[config.mk]
export PLATFORM = sky130hd
export DESIGN_NAME = sobel_window_mac
export DESIGN_NICKNAME = d
export VERILOG_FILES = /design/src/rtl/sobel_pkg.sv /design/src/rtl/sobel_window_mac_kernel.sv /design/src/rtl/sobel_window_mac.sv
export SDC_FILE = /design/constraint.sdc
export NUM_CORES = 1
export LEC_CHECK = 0
export ABC_CLOCK_PERIOD_IN_PS = 14500
export CAP_MARGIN = 20
export CORE_ASPECT_RATIO = 2
export CORE_MARGIN = 2
export CORE_UTILIZATION = 55
export DETAILED_ROUTE_END_ITERATION = 8
export HOLD_SLACK_MARGIN = 0.15
export PLACE_DENSITY = 0.85
export SYNTH_ARGS = -nofsm -noshare
export SYNTH_HDL_FRONTEND = slang
export SYNTH_SLANG_ARGS = --single-unit
[constraint.sdc]
create_clock -name clk_i -period 14.5 [get_ports clk_i]
set_input_delay 2.175 -clock clk_i [delete_from_list [all_inputs] [get_ports clk_i]]
set_output_delay 2.175 -clock clk_i [all_outputs]
set_load 0.02 [all_outputs]
[src/rtl/sobel_pkg.sv]
// Shared constants and types for the serial Sobel window engine.
package sobel_pkg;

  localparam int unsigned PixWDef = 8;
  localparam int unsigned AccWDef = 12;
  localparam int unsigned NumTaps = 9;

  typedef enum logic [0:0] {StAcc, StOut} state_e;

  typedef logic [1:0] idx_t;

endpackage

[src/rtl/sobel_window_mac_kernel.sv]
// Combinational Sobel coefficient table: row selects Xindex_i, column selects Yindex_i.
// Coefficients are 3-bit two's complement in the range -2..2.
module Sobel_Kernel (
  input  logic [1:0] Xindex_i,
  input  logic [1:0] Yindex_i,
  output logic [2:0] coef_x_o,
  output logic [2:0] coef_y_o
);

  logic [2:0] wx;
  logic [2:0] wy;

  // Centre row/column carries weight 2, outer ones weight 1.
  assign wx = (Xindex_i == 2'd1) ? 3'd2 : 3'd1;
  assign wy = (Yindex_i == 2'd1) ? 3'd2 : 3'd1;

  always_comb begin
    coef_x_o = 3'd0;
    coef_y_o = 3'd0;
    if (Xindex_i != 2'd3 && Yindex_i != 2'd3) begin
      if (Yindex_i == 2'd0) begin
        coef_x_o = -wx;
      end else if (Yindex_i == 2'd2) begin
        coef_x_o = wx;
      end
      if (Xindex_i == 2'd0) begin
        coef_y_o = wy;
      end else if (Xindex_i == 2'd2) begin
        coef_y_o = -wy;
      end
    end
  end

endmodule

[src/rtl/sobel_window_mac.sv]
// Serial 3x3 Sobel MAC: accumulates Gx/Gy over 9 raster-order taps, emits |Gx|+|Gy|.
// Define SOBEL_THRESHOLD_EN to binarize pix_o against THRESHOLD instead of saturating.
module sobel_window_mac
  import sobel_pkg::*;
#(
  parameter int unsigned PIX_W     = PixWDef,
  parameter int unsigned ACC_W     = AccWDef,
  parameter int unsigned THRESHOLD = 128
) (
  input  logic               clk_i,
  input  logic               rst_n_i,
  input  logic [PIX_W-1:0]   pix_i,
  input  logic               pix_first_i,
  input  logic               pix_valid_i,
  output logic               pix_ready_o,
  output logic [ACC_W-1:0]   gx_o,
  output logic [ACC_W-1:0]   gy_o,
  output logic [ACC_W-2:0]   mag_o,
  output logic [PIX_W-1:0]   pix_o,
  output logic               out_valid_o,
  input  logic               out_ready_i
);

  state_e state_q, state_d;
  idx_t   row_q, row_d, col_q, col_d;
  idx_t   tap_row, tap_col;

  logic signed [ACC_W-1:0] acc_x_q, acc_x_d, acc_y_q, acc_y_d;
  logic signed [ACC_W-1:0] base_x, base_y, sum_x, sum_y, prod_x, prod_y, pix_ext;
  logic        [ACC_W-1:0] abs_x, abs_y;
  logic        [ACC_W-2:0] mag_next;
  logic        [PIX_W-1:0] pix_next;
  logic [2:0] coef_x, coef_y;
  logic       accept, last_tap, load_out;

  assign pix_ready_o = (state_q == StAcc);
  assign out_valid_o = (state_q == StOut);
  assign accept      = pix_valid_i & pix_ready_o;

  // A first-flagged pixel restarts the window at tap 0 regardless of the counters.
  assign tap_row  = pix_first_i ? '0 : row_q;
  assign tap_col  = pix_first_i ? '0 : col_q;
  assign last_tap = (4'(tap_row) * 4'd3 + 4'(tap_col)) == 4'(NumTaps - 1);

  Sobel_Kernel u_kernel (
    .Xindex_i (tap_row),
    .Yindex_i (tap_col),
    .coef_x_o (coef_x),
    .coef_y_o (coef_y)
  );

  assign pix_ext = $signed({{(ACC_W-PIX_W){1'b0}}, pix_i});
  assign prod_x  = ACC_W'($signed(coef_x)) * pix_ext;
  assign prod_y  = ACC_W'($signed(coef_y)) * pix_ext;
  assign base_x  = pix_first_i ? '0 : acc_x_q;
  assign base_y  = pix_first_i ? '0 : acc_y_q;
  assign sum_x   = base_x + prod_x;
  assign sum_y   = base_y + prod_y;

  assign abs_x    = sum_x[ACC_W-1] ? $unsigned(-sum_x) : $unsigned(sum_x);
  assign abs_y    = sum_y[ACC_W-1] ? $unsigned(-sum_y) : $unsigned(sum_y);
  assign mag_next = (ACC_W-1)'(abs_x + abs_y);

`ifdef SOBEL_THRESHOLD_EN
  assign pix_next = (mag_next >= (ACC_W-1)'(THRESHOLD)) ? '1 : '0;
`else
  logic unused_threshold;
  assign unused_threshold = ^THRESHOLD;
  assign pix_next = (|mag_next[ACC_W-2:PIX_W]) ? '1 : mag_next[PIX_W-1:0];
`endif

  always_comb begin
    state_d  = state_q;
    row_d    = row_q;
    col_d    = col_q;
    acc_x_d  = acc_x_q;
    acc_y_d  = acc_y_q;
    load_out = 1'b0;
    unique case (state_q)
      StAcc: begin
        if (accept) begin
          acc_x_d = sum_x;
          acc_y_d = sum_y;
          if (last_tap) begin
            state_d  = StOut;
            row_d    = '0;
            col_d    = '0;
            load_out = 1'b1;
          end else if (tap_col == 2'd2) begin
            row_d = tap_row + 2'd1;
            col_d = '0;
          end else begin
            row_d = tap_row;
            col_d = tap_col + 2'd1;
          end
        end
      end
      StOut: begin
        if (out_ready_i) begin
          state_d = StAcc;
          acc_x_d = '0;
          acc_y_d = '0;
        end
      end
      default: state_d = StAcc;
    endcase
  end

  always_ff @(posedge clk_i or negedge rst_n_i) begin
    if (!rst_n_i) begin
      state_q <= StAcc;
      row_q   <= '0;
      col_q   <= '0;
      acc_x_q <= '0;
      acc_y_q <= '0;
      gx_o    <= '0;
      gy_o    <= '0;
      mag_o   <= '0;
      pix_o   <= '0;
    end else begin
      state_q <= state_d;
      row_q   <= row_d;
      col_q   <= col_d;
      acc_x_q <= acc_x_d;
      acc_y_q <= acc_y_d;
      if (load_out) begin
        gx_o  <= sum_x;
        gy_o  <= sum_y;
        mag_o <= mag_next;
        pix_o <= pix_next;
      end
    end
  end

endmodule
* After elaboration in Yosys (flattened, before gate mapping)
Index checks and enable logic that the tools add are counted.
** Operators by class
- Add/sub/neg operators :: 10
- Multipliers :: 3
- Eq/ne operators :: 9
- Multiplexer cells :: 29
- Bitwise logic cells :: 2
- Reductions and logical operators :: 6
** Operators with widths (number)
- 2-to-1 mux 12 bit :: 5
- one-hot mux 12 bit (2 select lines) :: 2
- adder 12 bit :: 2
- multiplier 3 x 9 -> 12 bit :: 2
- 2-to-1 mux 11 bit :: 2
- negator 11 bit :: 2
- 2-to-1 mux 3 bit :: 6
- 2-to-1 mux 2 bit :: 8
- adder 11 bit :: 1
- 2-to-1 mux 8 bit :: 1
- != test 2 bit (second input constant) :: 3
- negator 3 bit :: 2
- adder 2 x 1 -> 2 bit (second input constant) :: 2
- adder 4 x 2 -> 4 bit :: 1
- == test 2 x 1 -> 1 bit (second input constant) :: 2
- == test 2 bit (second input constant) :: 2
- == test 4 bit (second input constant) :: 1
- logical NOT 2 bit :: 2
- multiplier 2 x 2 -> 4 bit (second input constant) :: 1
- 2-to-1 mux 1 bit :: 4
- AND reduction 2 bit :: 2
- OR reduction 3 bit :: 1
- != test 2 x 1 -> 1 bit (second input constant) :: 1
- one-hot mux 1 bit (2 select lines) :: 1
- 3 further kinds :: 3
** Word-level totals
- Bits in registers :: 72
- Input port bits :: 13
- Output and inout port bits :: 45
- Logic and storage cells :: 68

* Longest topological paths before layout
Gate-level depths: netlist of the first run.
- Word-level depth :: 14
- Mapped depth :: 30
- Depth with buffers taken out :: 29

* Hierarchy
From an unflattened synthesis of the first run, not the netlist that was laid out.
** Second synthesis, totals
- Cells, all modules :: 642
- Area total of the unflattened synthesis :: 5920.7 µm²
** Modules (own cells, without submodules)
- sobel_window_mac :: times used 1, cells each 633, area each 5874.4 µm², seq. area each 1801.7 µm²
- Sobel_Kernel :: times used 1, cells each 9, area each 46.3 µm², seq. area each 0.0 µm²

* Worst setup path before layout of the first run
OpenSTA, ideal clock, no wires.
- Kind :: input to register
- Start point :: in pix_first_i
- End point :: reg pix_o[0]
- Setup time :: 82 ps
- Arrival time :: 8788 ps
- Required time :: 14418 ps
- Path slack :: 5630 ps
- Stages :: 29
- Path buffers :: 3
- Path through :: clkbuf_1 -> nand2b_1 -> inv_1 -> ha_1 -> a21oi_1 -> nand2_1 -> clkbuf_1 -> or2_2 -> fa_1 -> fa_1 -> fa_1 -> inv_1 -> ha_1 -> a211oi_1 -> o211ai_1 -> a221oi_1 -> xnor2_1 -> clkbuf_1 -> nor2_1 -> xor2_1 -> ha_1 -> o21ai_0 -> a21oi_1 -> o21a_1 -> a211o_1 -> xor2_1 -> xnor2_1 -> xor3_2 -> a31oi_1
** Between the ends
- Cells in the longest elaborated chain, start to end :: 14
- Elaborated cells on any way between the ends :: 40
- Those cells by class :: 8 x add/sub; 3 x mul; 7 x eq/ne; 18 x mux; 4 x reduce/logical
** Ends and longest elaborated chain
- start: declaration :: line sobel_window_mac.sv:13 : input logic pix_first_i,
- 2-to-1 mux 2 bit :: line sobel_window_mac.sv:42 : assign tap_col = pix_first_i ? '0 : col_q;
- == test 2 x 1 -> 1 bit :: line sobel_window_mac_kernel.sv:15 : assign wy = (Yindex_i == 2'd1) ? 3'd2 : 3'd1;
- 2-to-1 mux 2 bit :: line sobel_window_mac_kernel.sv:15
- negator 3 bit :: line sobel_window_mac_kernel.sv:29 : coef_y_o = -wy;
- 2-to-1 mux 3 bit :: line sobel_window_mac_kernel.sv:28 : end else if (Xindex_i == 2'd2) begin
- 2-to-1 mux 3 bit :: line sobel_window_mac_kernel.sv:26 : if (Xindex_i == 2'd0) begin
- 2-to-1 mux 3 bit :: line sobel_window_mac_kernel.sv:20 : if (Xindex_i != 2'd3 && Yindex_i != 2'd3) begin
- multiplier 3 x 9 -> 12 bit :: line sobel_window_mac.sv:54 : assign prod_y = ACC_W'($signed(coef_y)) * pix_ext;
- adder 12 bit :: line sobel_window_mac.sv:58 : assign sum_y = base_y + prod_y;
- negator 11 bit :: line sobel_window_mac.sv:61 : assign abs_y = sum_y[ACC_W-1] ? $unsigned(-sum_y) : $unsigned(sum_y);
- 2-to-1 mux 11 bit :: line sobel_window_mac.sv:61
- adder 11 bit :: line sobel_window_mac.sv:62 : assign mag_next = (ACC_W-1)'(abs_x + abs_y);
- OR reduction 3 bit :: line sobel_window_mac.sv:69 : assign pix_next = (|mag_next[ACC_W-2:PIX_W]) ? '1 : mag_next[PIX_W-1:0];
- 2-to-1 mux 8 bit :: line sobel_window_mac.sv:69
- end signal: assignment :: line sobel_window_mac.sv:130 : pix_o <= pix_next;
- end: declaration :: line sobel_window_mac.sv:19 : output logic [PIX_W-1:0] pix_o,
Parallel ways exist; a longest one is shown, timed or not.
A chain may end at the register's enable or synchronous reset.

* Worst setup path in the final report of the first run
Ends and elaborated chain as after synthesis.

==> out/qor.txt, run 1 <==
GRT Overall Usage - 29.0%
H-tree Lvls - 3
Clock Sinks - 72
R2R depth - 26
DRC viols - 0
Flop2flop setup slack - 6280 ps
Pwr Density - 249 nW/um^2
Flops & latches, synth - 72
Rows - 53
Post-synth top flop - dfrtp_1
Yosys top cell by area - dfrtp_1
Top post-synthesis cells by count - nand2_1 (90), dfrtp_1 (72), ha_1 (65)
Hold_ws - 476 ps
Skew-Pair Late Insertion Delay - 330 ps
Die Height - 151 um
Min cycle time layout - 10870 ps
Diode count - 0
Die Wd - 77.7 um
Global-route wire length before repair - 26.4 mm
DR pass1 iterations - 5
Setup TNS - 0 ps
CTS tree - done
Grt ovf - 0
Top-count cell post-synth - nand2_1
Syn Area/Cell - 9.07 sq um
Final worst-path cycle share - 75.0%
Io pins - 58
Cell Area, Synth - 5980 sq um
Worst reg2reg path endpoint - pix_o[0]
Cells after Synth - 659
Layout cells sized above 1 - 5.30%
Top cell type's share of synthesized area - 30.1%
Final hold violations - 0
Largest net degree at the start of global routing - 73
Placer Congestion - 0.954
TritonCTS Buffers - 9
Die ar. - 11800 sq um
Worst rel slew slack - 28.3%
PostCTS Resize Cnt - 0
Design area - 6990 sq um
Synth top area cells - dfrtp_1 (30%), ha_1 (14%), fa_1 (12%)
Yosys warnings - 0
CP required - 14740 ps
HP Class - reg -> reg
Post-route ant nets - 0
Placed cells - 837
Port bufs - 57
Origin of the worst setup path - pix_first_i
Sequential area share after synthesis - 30.1%
Critical path launch point type - input pin
Worst Path Arrival - 11110 ps
Synth unique cells - 52
Critical Path End - pix_o[0]
Vias per Instance - 5.86
Unrepaired setup endpoints after global routing - false
Outcome - finished clean
Final slew viol count - 0
CTS clk-pin slew, worst paths - 60 ps
Initial detailed-routing violation count - 256
WL per Instance - 18.8 um
Layout Area Growth over Synthesis - 16.9%
Post-CTS Setup Bufs - 0
Drt total wl - 16.0 mm
Hold_buf cts - 0
Max IR drop VDD - 0.000264 V
Synthesized Nets - 772
Initial Utilization - 56.7%
Core Box Area - 10500 sq um
Post-synth EDFFs - 0
Crit path capture type - flip-flop
Worst-Margin Slew - 1070 ps
Setup violations, final - 0
Clk root buf - clkbuf_16
Synth async-reset ratio - 100%
Clock Tree Buf Depth - 2
Fmax - 92.0 MHz
Worst Path Max Fanout - 31
Non-Filler Instances - 854
Post-DP HPWL - 12.3 mm
Dpl cell area - 6670 sq um
Critical path class - in -> reg
Clock Skew - 8.23 ps
Vias - 5004
Initial antenna violation count - 0
Vias in the first global route - 5306
R2r startpoint - row_q[0]
Power Total - 1.74 mW
Static leakage - 3.39 nW
MaxCap Viol Count - 0
Nets - 825
==> power breakdown <==
group	internal, mW	total [mW]	switching [mW]
clock network	0.138	0.227	0.0881
logic	0.477	1.27	0.789
registers	0.231	0.249	0.0181
total	0.846	1.74	0.895
==> placed cells by master (no fill, tap or decap), types with 25 or more instances in the layout <==
cell             synthesis  routed
inv_1                   52      52
o21ai_0                 51      51
clkdlybuf4s50_1          0      56
fa_1                    35      35
ha_1                    65      65
dfrtp_1                 72      72
nor2_1                  48      48
nand2_1                 90      90
xnor2_1                 25      25
and2_1                  28      28
nor2b_1                 25      25
==> critical path, stage by stage <==
cell,delay (ps)
clkdlybuf4s50_1,1090
nand2b_1,340
inv_1,120
ha_1,300
a21oi_1,260
nand2_1,300
or2_2,400
fa_1,540
fa_1,530
fa_1,520
inv_1,40
ha_1,230
a211oi_1,380
o211ai_1,210
a221oi_1,360
xnor2_1,510
nor2_1,150
xor2_1,190
ha_1,320
o21ai_0,300
a21oi_1,150
o21a_1,250
a211o_1,270
xor2_1,160
xnor2_1,310
xor3_2,430
a31oi_1,240
==> state kept, by name, indices dropped and copies added, names as in the netlist <==
| signal | flops |
|---|---|
| gy_o | 12 |
| col_q | 2 |
| pix_o | 8 |
| out_valid_o | 1 |
| mag_o | 11 |
| acc_x_q | 12 |
| row_q | 2 |
| gx_o | 12 |
| acc_y_q | 12 |
==> cells by family (layout without fill, tap and decap cells) <==
kind of cell,after synthesis,in the layout,synth area share (%)
simple gates,237,237,19.0
compound gates,127,127,13.3
fa+ha+maj,100,100,25.3
buf+inv,74,132,4.67
flops,72,72,30.1
xor+xnor,46,46,7.01
mux,3,3,0.544
==> final cells by class <==
class / count / area (sq um)
multi-input combinational: 513 / 3900
fill: 819 / 3560
sequential: 72 / 1800
timing repair buffer: 63 / 611
clock buffer: 10 / 239
inverter: 53 / 199
tap: 137 / 171
clock inverter: 6 / 67.6
==> metrics by stage <==
| stage | worst slack, ps | util [%] |
|---|---|---|
| floorplan | 5630 | - |
| CTS | 3770 | 66.2 |
| global route | 2980 | 66.3 |
| global placement | 4000 | 63.3 |
| finish | 3630 | 66.3 |
| detailed placement | 3510 | 63.3 |
==> routing by layer <==
| metal | vias to the layer above | share of wire, % | wire (um) | GRT usage, % |
|---|---|---|---|---|
| li1 | 2295 | - | - | - |
| met1 | 2407 | 34 | 5510 | 30.5 |
| met2 | 226 | 54 | 8620 | 52.4 |
| met3 | 76 | 5.3 | 844 | 4.53 |
| met4 | 0 | 6.6 | 1070 | 19.7 |
| met5 | - | 0 | 0 | 0 |
==> worst min-delay path by stage <==
stage / start / to / slack (ps) / cells past startpoint
floorplan: acc_x_q[0] / acc_x_q[0] / 440 / 2
global placement: acc_x_q[3] / acc_x_q[3] / 460 / 2
detailed placement: acc_x_q[7] / acc_x_q[7] / 470 / 2
CTS: gy_o[7] / gy_o[7] / 480 / 2
global route: gy_o[7] / gy_o[7] / 500 / 2
finish: gy_o[6] / gy_o[6] / 480 / 2
No activity file was read; power rests on OpenSTA's default activity.
==> run 2, diff against run 1 <==
--- a/config.mk
+++ b/config.mk
@@ -5,14 +5,14 @@
 export SDC_FILE = /design/constraint.sdc
 export NUM_CORES = 1
 export LEC_CHECK = 0
-export ABC_CLOCK_PERIOD_IN_PS = 14500
+export ABC_CLOCK_PERIOD_IN_PS = 9900
 export CAP_MARGIN = 20
 export CORE_ASPECT_RATIO = 2
 export CORE_MARGIN = 2
-export CORE_UTILIZATION = 55
+export CORE_UTILIZATION = 53
 export DETAILED_ROUTE_END_ITERATION = 8
 export HOLD_SLACK_MARGIN = 0.15
-export PLACE_DENSITY = 0.85
+export PLACE_DENSITY = 0.86
 export SYNTH_ARGS = -nofsm -noshare
 export SYNTH_HDL_FRONTEND = slang
 export SYNTH_SLANG_ARGS = --single-unit
==> constraint.sdc (replaced) <==
create_clock -name clk_i -period 9.9 [get_ports clk_i]
set_input_delay 1.485 -clock clk_i [delete_from_list [all_inputs] [get_ports clk_i]]
set_output_delay 1.485 -clock clk_i [all_outputs]
set_load 0.02 [all_outputs]
==> run 2 against run 1 <==
  * Final cell count rose by 0.47%
  * Sequential share of layout area did not move
  * Worst hold slack improved by 3.6 ps
  * Setup slack got worse by 2700 ps
  * Sequential cell count did not move
  * Via count rose by 0.38%
  * Combinational power rose by 45%
  * Sequential power rose by 47%
  * Final area did not move
  * Clock power rose by 40%
  * Die area rose by 3.6%
  * Largest power group unchanged
==> out/qor.txt, run 2 (synthesized netlist as in run 1, its figures left out) <==
Pwr Density - 361 nW/um^2
Worst reg2reg path endpoint - pix_o[6]
Placer Congestion - 0.952
Static leakage - 3.40 nW
Worst Path Max Fanout - 30
Hold_sp - gx_o[10]
Final worst-path cycle share - 90.9%
H-tree Lvls - 3
WL per Instance - 18.8 um
Nets - 827
Unrepaired setup endpoints after global routing - false
Core Util, Final - 63.8%
Worst-Margin Slew - 967 ps
Vias - 5023
Initial antenna violation count - 0
Most used cell, CP - fa_1
Core Box Area - 10900 sq um
Setup TNS - 0 ps
Layout cells sized above 1 - 5.29%
Fmax - 111 MHz
CTS clk-pin slew, worst paths - 60 ps
MaxCap Viol Count - 0
Critical path class - in -> reg
Critical path buffers and inverters - 4
Vias in the first global route - 5493
Hold_buf cts - 0
Commonest non-fill, non-tap cell in the layout - nand2_1
Initial Utilization - 54.6%
Flop2flop setup slack - 2260 ps
Clock Skew - 4.88 ps
Worst hold path cell count - 2
Rows - 54
Worst Path Arrival - 9230 ps
Min-Delay Endpoint - gx_o[10]
Min cycle time layout - 8990 ps
Skew-Pair Late Insertion Delay - 330 ps
Drt total wl - 16.1 mm
Critical path launch point type - input pin
Worst rel slew slack - 35.1%
Filler instances - 877
CP required - 10140 ps
CTS tree - done
Global-route wire length before repair - 26.7 mm
R2r startpoint - row_q[0]
HP Class - reg -> reg
Post-DP HPWL - 12.5 mm
Largest stage delay on the critical path - 530 ps
Diode count - 0
Worst path slowest cell - fa_1
Layout Area Growth over Synthesis - 16.9%
Outcome - finished clean
Die Height - 154 um
Setup violations, final - 0
Initial detailed-routing violation count - 299
Clock Sinks - 72
Die ar. - 12200 sq um
Most frequent cells in the layout - nand2_1 (90), dfrtp_1 (72), ha_1 (65), clkdlybuf4s50_1 (56), inv_1 (52)
Clock Tree Buf Depth - 2
Port bufs - 57
Hold_ws - 479 ps
Area of the multi-input gates - 3900 sq um
Clk root buf - clkbuf_16
Largest net degree at the start of global routing - 73
Post-CTS Setup Bufs - 0
Max IR drop VDD - 0.000595 V
Vias per Instance - 5.85
Final hold violations - 0
Sequential cell area - 1800 sq um
R2R depth - 26
Post-route ant nets - 0
PostCTS Resize Cnt - 0
Die Wd - 79.1 um
GRT Overall Usage - 28.2%
Io pins - 58
DRC viols - 0
DR pass1 iterations - 5
TritonCTS Buffers - 9
Final slew viol count - 0
Grt ovf - 0
Delay-heaviest family, CP - adder cells
Crit path capture type - flip-flop
run 2: final cells by class:
| cell class | instances | area share (%) |
|---|---|---|
| flip-flops and latches | 72 | 25.8 |
| repair buffers | 65 | 8.95 |
| clock inverters | 4 | 0.645 |
| clock buffers | 11 | 3.47 |
| multi-input cells | 513 | 55.8 |
| well taps | 140 | 2.51 |
| inverters | 53 | 2.85 |
run 2: report_power, final:
group / internal, mW / total [mW] / switching (mW)
Sequential: 0.338 / 0.365 / 0.0270
Combinational: 0.711 / 1.84 / 1.13
Clock: 0.199 / 0.317 / 0.118
Total: 1.25 / 2.52 / 1.27
run 2: worst max path at each step:
stage                start  endpoint  slack, ps  cells past startpoint
2_1_floorplan  pix_first_i  pix_o[0]       1720                     29
3_3_place_gp   pix_first_i  pix_o[4]       1020                     26
3_5_place_dp   pix_first_i  pix_o[1]        720                     28
4_1_cts        pix_first_i  pix_o[6]        960                     26
5_1_grt        pix_first_i  pix_o[6]        380                     27
6_report       pix_first_i  pix_o[6]        910                     27
run 2: worst register-to-register path: stages, from the launching register on:
cell,delay [ps]
dfrtp_1,400
nand2b_1,200
inv_1,120
ha_1,300
a21oi_1,180
nand2_1,280
or2_2,390
fa_1,510
fa_1,520
fa_1,530
inv_1,50
ha_1,240
a211oi_1,320
o211ai_1,210
a221oi_1,360
xnor2_1,420
mux2_2,310
inv_1,70
fa_1,430
nand2b_1,180
a21oi_1,230
o21a_1,210
a211o_1,150
xor2_1,180
xnor2_1,160
xor3_2,400
a31oi_1,200
run 2: through the flow:
stage | instance area (sq um) | power, mW | instances | worst slack, ps
3_3_place_gp | 6700 | 2.06 | 843 | 1020
6_report | 6990 | 2.52 | 858 | 906
4_1_cts | 6990 | 2.49 | 858 | 961
3_5_place_dp | 6700 | 2.14 | 843 | 715
2_1_floorplan | 5980 | 1.67 | 659 | 1720
5_1_grt | 6990 | 2.72 | 858 | 375
run 2: layer usage:
layer / GRT usage, % / part of all wire, %
met5: 0 / 0
met4: 17.1 / 6.0
met3: 3.85 / 3.8
met2: 51.5 / 55
met1: 29.9 / 35
==> run 3, diff against run 2 <==
--- a/config.mk
+++ b/config.mk
@@ -13,6 +13,7 @@
 export DETAILED_ROUTE_END_ITERATION = 8
 export HOLD_SLACK_MARGIN = 0.15
 export PLACE_DENSITY = 0.86
+export RECOVER_POWER = 25
 export SYNTH_ARGS = -nofsm -noshare
 export SYNTH_HDL_FRONTEND = slang
 export SYNTH_SLANG_ARGS = --single-unit
==> run 3 against run 2 <==
  * The flow now finishes with violations (capacitance limit, slew limit)
  * Combinational power about the same
  * Register-to-register slack about the same
  * Sequential cell count unchanged
  * Critical path depth unchanged
  * Final area about the same
  * Clock power about the same
  * Via count about the same
  * Utilization about the same
  * First-iteration DRC count unchanged
  * Critical path type unchanged
  * Highest routed layer unchanged
==> out/qor.txt, run 3 (synthesized netlist as in run 1, its figures left out) <==
Outcome - finished, violations left
Failing checks - capacitance limit, slew limit
Critical path class - in -> reg
Core Box Area - 10900 sq um
Final worst-path cycle share - 90.9%
MaxCap Viol Count - 1
Rows - 54
Post-DP HPWL - 12.5 mm
Hold_buf cts - 0
Worst hold path cell count - 2
HP Class - reg -> reg
Final hold violations - 0
Delay-heaviest family, CP - adder cells
Max IR drop VDD - 0.000595 V
H-tree Lvls - 3
Io pins - 58
Vias in the first global route - 5493
GRT Overall Usage - 28.2%
PostCTS Resize Cnt - 0
Fmax - 111 MHz
Clock Sinks - 72
Worst-Margin Slew - 3800 ps
Clock Tree Buf Depth - 2
Largest net degree at the start of global routing - 73
Post-route ant nets - 0
Global-route wire length before repair - 26.7 mm
Die ar. - 12200 sq um
Most frequent cells in the layout - nand2_1 (90), dfrtp_1 (72), ha_1 (65), clkdlybuf4s50_1 (56), inv_1 (52)
DR pass1 iterations - 5
Clk root buf - clkbuf_16
Worst Path Max Fanout - 30
Vias per Instance - 5.86
Layout cells sized above 1 - 5.15%
Static leakage - 3.40 nW
Initial Utilization - 54.6%
Pwr Density - 361 nW/um^2
Drt total wl - 16.1 mm
Initial detailed-routing violation count - 299
Critical path buffers and inverters - 4
Grt ovf - 0
R2R depth - 26
Most used cell, CP - fa_1
Crit path capture type - flip-flop
Die Height - 154 um
Clock Skew - 4.88 ps
Unrepaired setup endpoints after global routing - false
Port bufs - 57
CP required - 10140 ps
Filler instances - 879
Min cycle time layout - 8990 ps
Commonest non-fill, non-tap cell in the layout - nand2_1
Power Total - 2.52 mW
Setup violations, final - 0
Die Wd - 79.1 um
Largest stage delay on the critical path - 530 ps
Setup TNS - 0 ps
WL per Instance - 18.8 um
CTS tree - done
Critical path launch point type - input pin
Skew-Pair Late Insertion Delay - 330 ps
Worst path slowest cell - fa_1
CP Depth - 27
Worst rel slew slack - -153%
Final slew viol count - 73
Vias - 5024
Post-CTS Setup Bufs - 0
DRC viols - 0
Layout Area Growth over Synthesis - 16.8%
Worst Path Arrival - 9230 ps
CTS clk-pin slew, worst paths - 60 ps
Initial antenna violation count - 0
TritonCTS Buffers - 9
Nets - 827
Diode count - 0
Placer Congestion - 0.952
==> run 3: changes by cell type in the layout (fill, tap and decap cells not counted) <==
cell / change
clkbuf_1: +1
buf_4: -1
==> run 3: area by class of cell <==
class | count | area [sq um] | share of cell area, %
well taps | 140 | 175 | 2.51
clock inverters | 4 | 45.0 | 0.645
inverters | 53 | 199 | 2.85
clock buffers | 11 | 243 | 3.48
multi-input cells | 513 | 3900 | 55.8
flip-flops and latches | 72 | 1800 | 25.8
repair buffers | 65 | 622 | 8.91
==> run 3: through the flow <==
step | hold WS (ps) | cell area, sq um | utilization, % | worst slack (ps) | std cells
2_1_floorplan | 442 | 5980 | - | 1720 | 659
3_3_place_gp | 458 | 6700 | 61.2 | 1020 | 843
3_5_place_dp | 470 | 6700 | 61.2 | 715 | 843
4_1_cts | 485 | 6990 | 63.8 | 961 | 858
5_1_grt | 503 | 6980 | 63.8 | 375 | 858
6_report | 479 | 6980 | 63.8 | 906 | 858
==> run 3: path summary, 6_finish.rpt <==
check,start,end,slack (ps)
worst max-delay path,pix_first_i,pix_o[6],910
worst min-delay path,gx_o[10],gx_o[10],480
worst max register to register,row_q[0],pix_o[6],2260
worst min register to register,gx_o[10],gx_o[10],480
max in group asynchronous,rst_n_i,out_valid_o,5170
min in group asynchronous,rst_n_i,gx_o[8],2560
==> run 3: worst min-delay path, cell delays in order, from the launching register on <==
cell and delay, ps:
dfrtp_1 340, nand2_1 50, nand2_1 60
==> run 3: power by group <==
part | leakage, nW | internal, mW | total (mW) | switching [mW]
Clock | 0.145 | 0.199 | 0.317 | 0.118
Sequential | 0.966 | 0.338 | 0.365 | 0.0270
Combinational | 2.29 | 0.711 | 1.84 | 1.13
==> run 3: layer usage <==
metal / vias up / global-route usage (%) / part of all wire [%]
met1: 2464 / 29.9 / 35
li1: 2305 / - / -
met2: 193 / 51.5 / 55
met5: - / 0 / 0
met3: 62 / 3.85 / 3.8
met4: 0 / 17.1 / 6.0
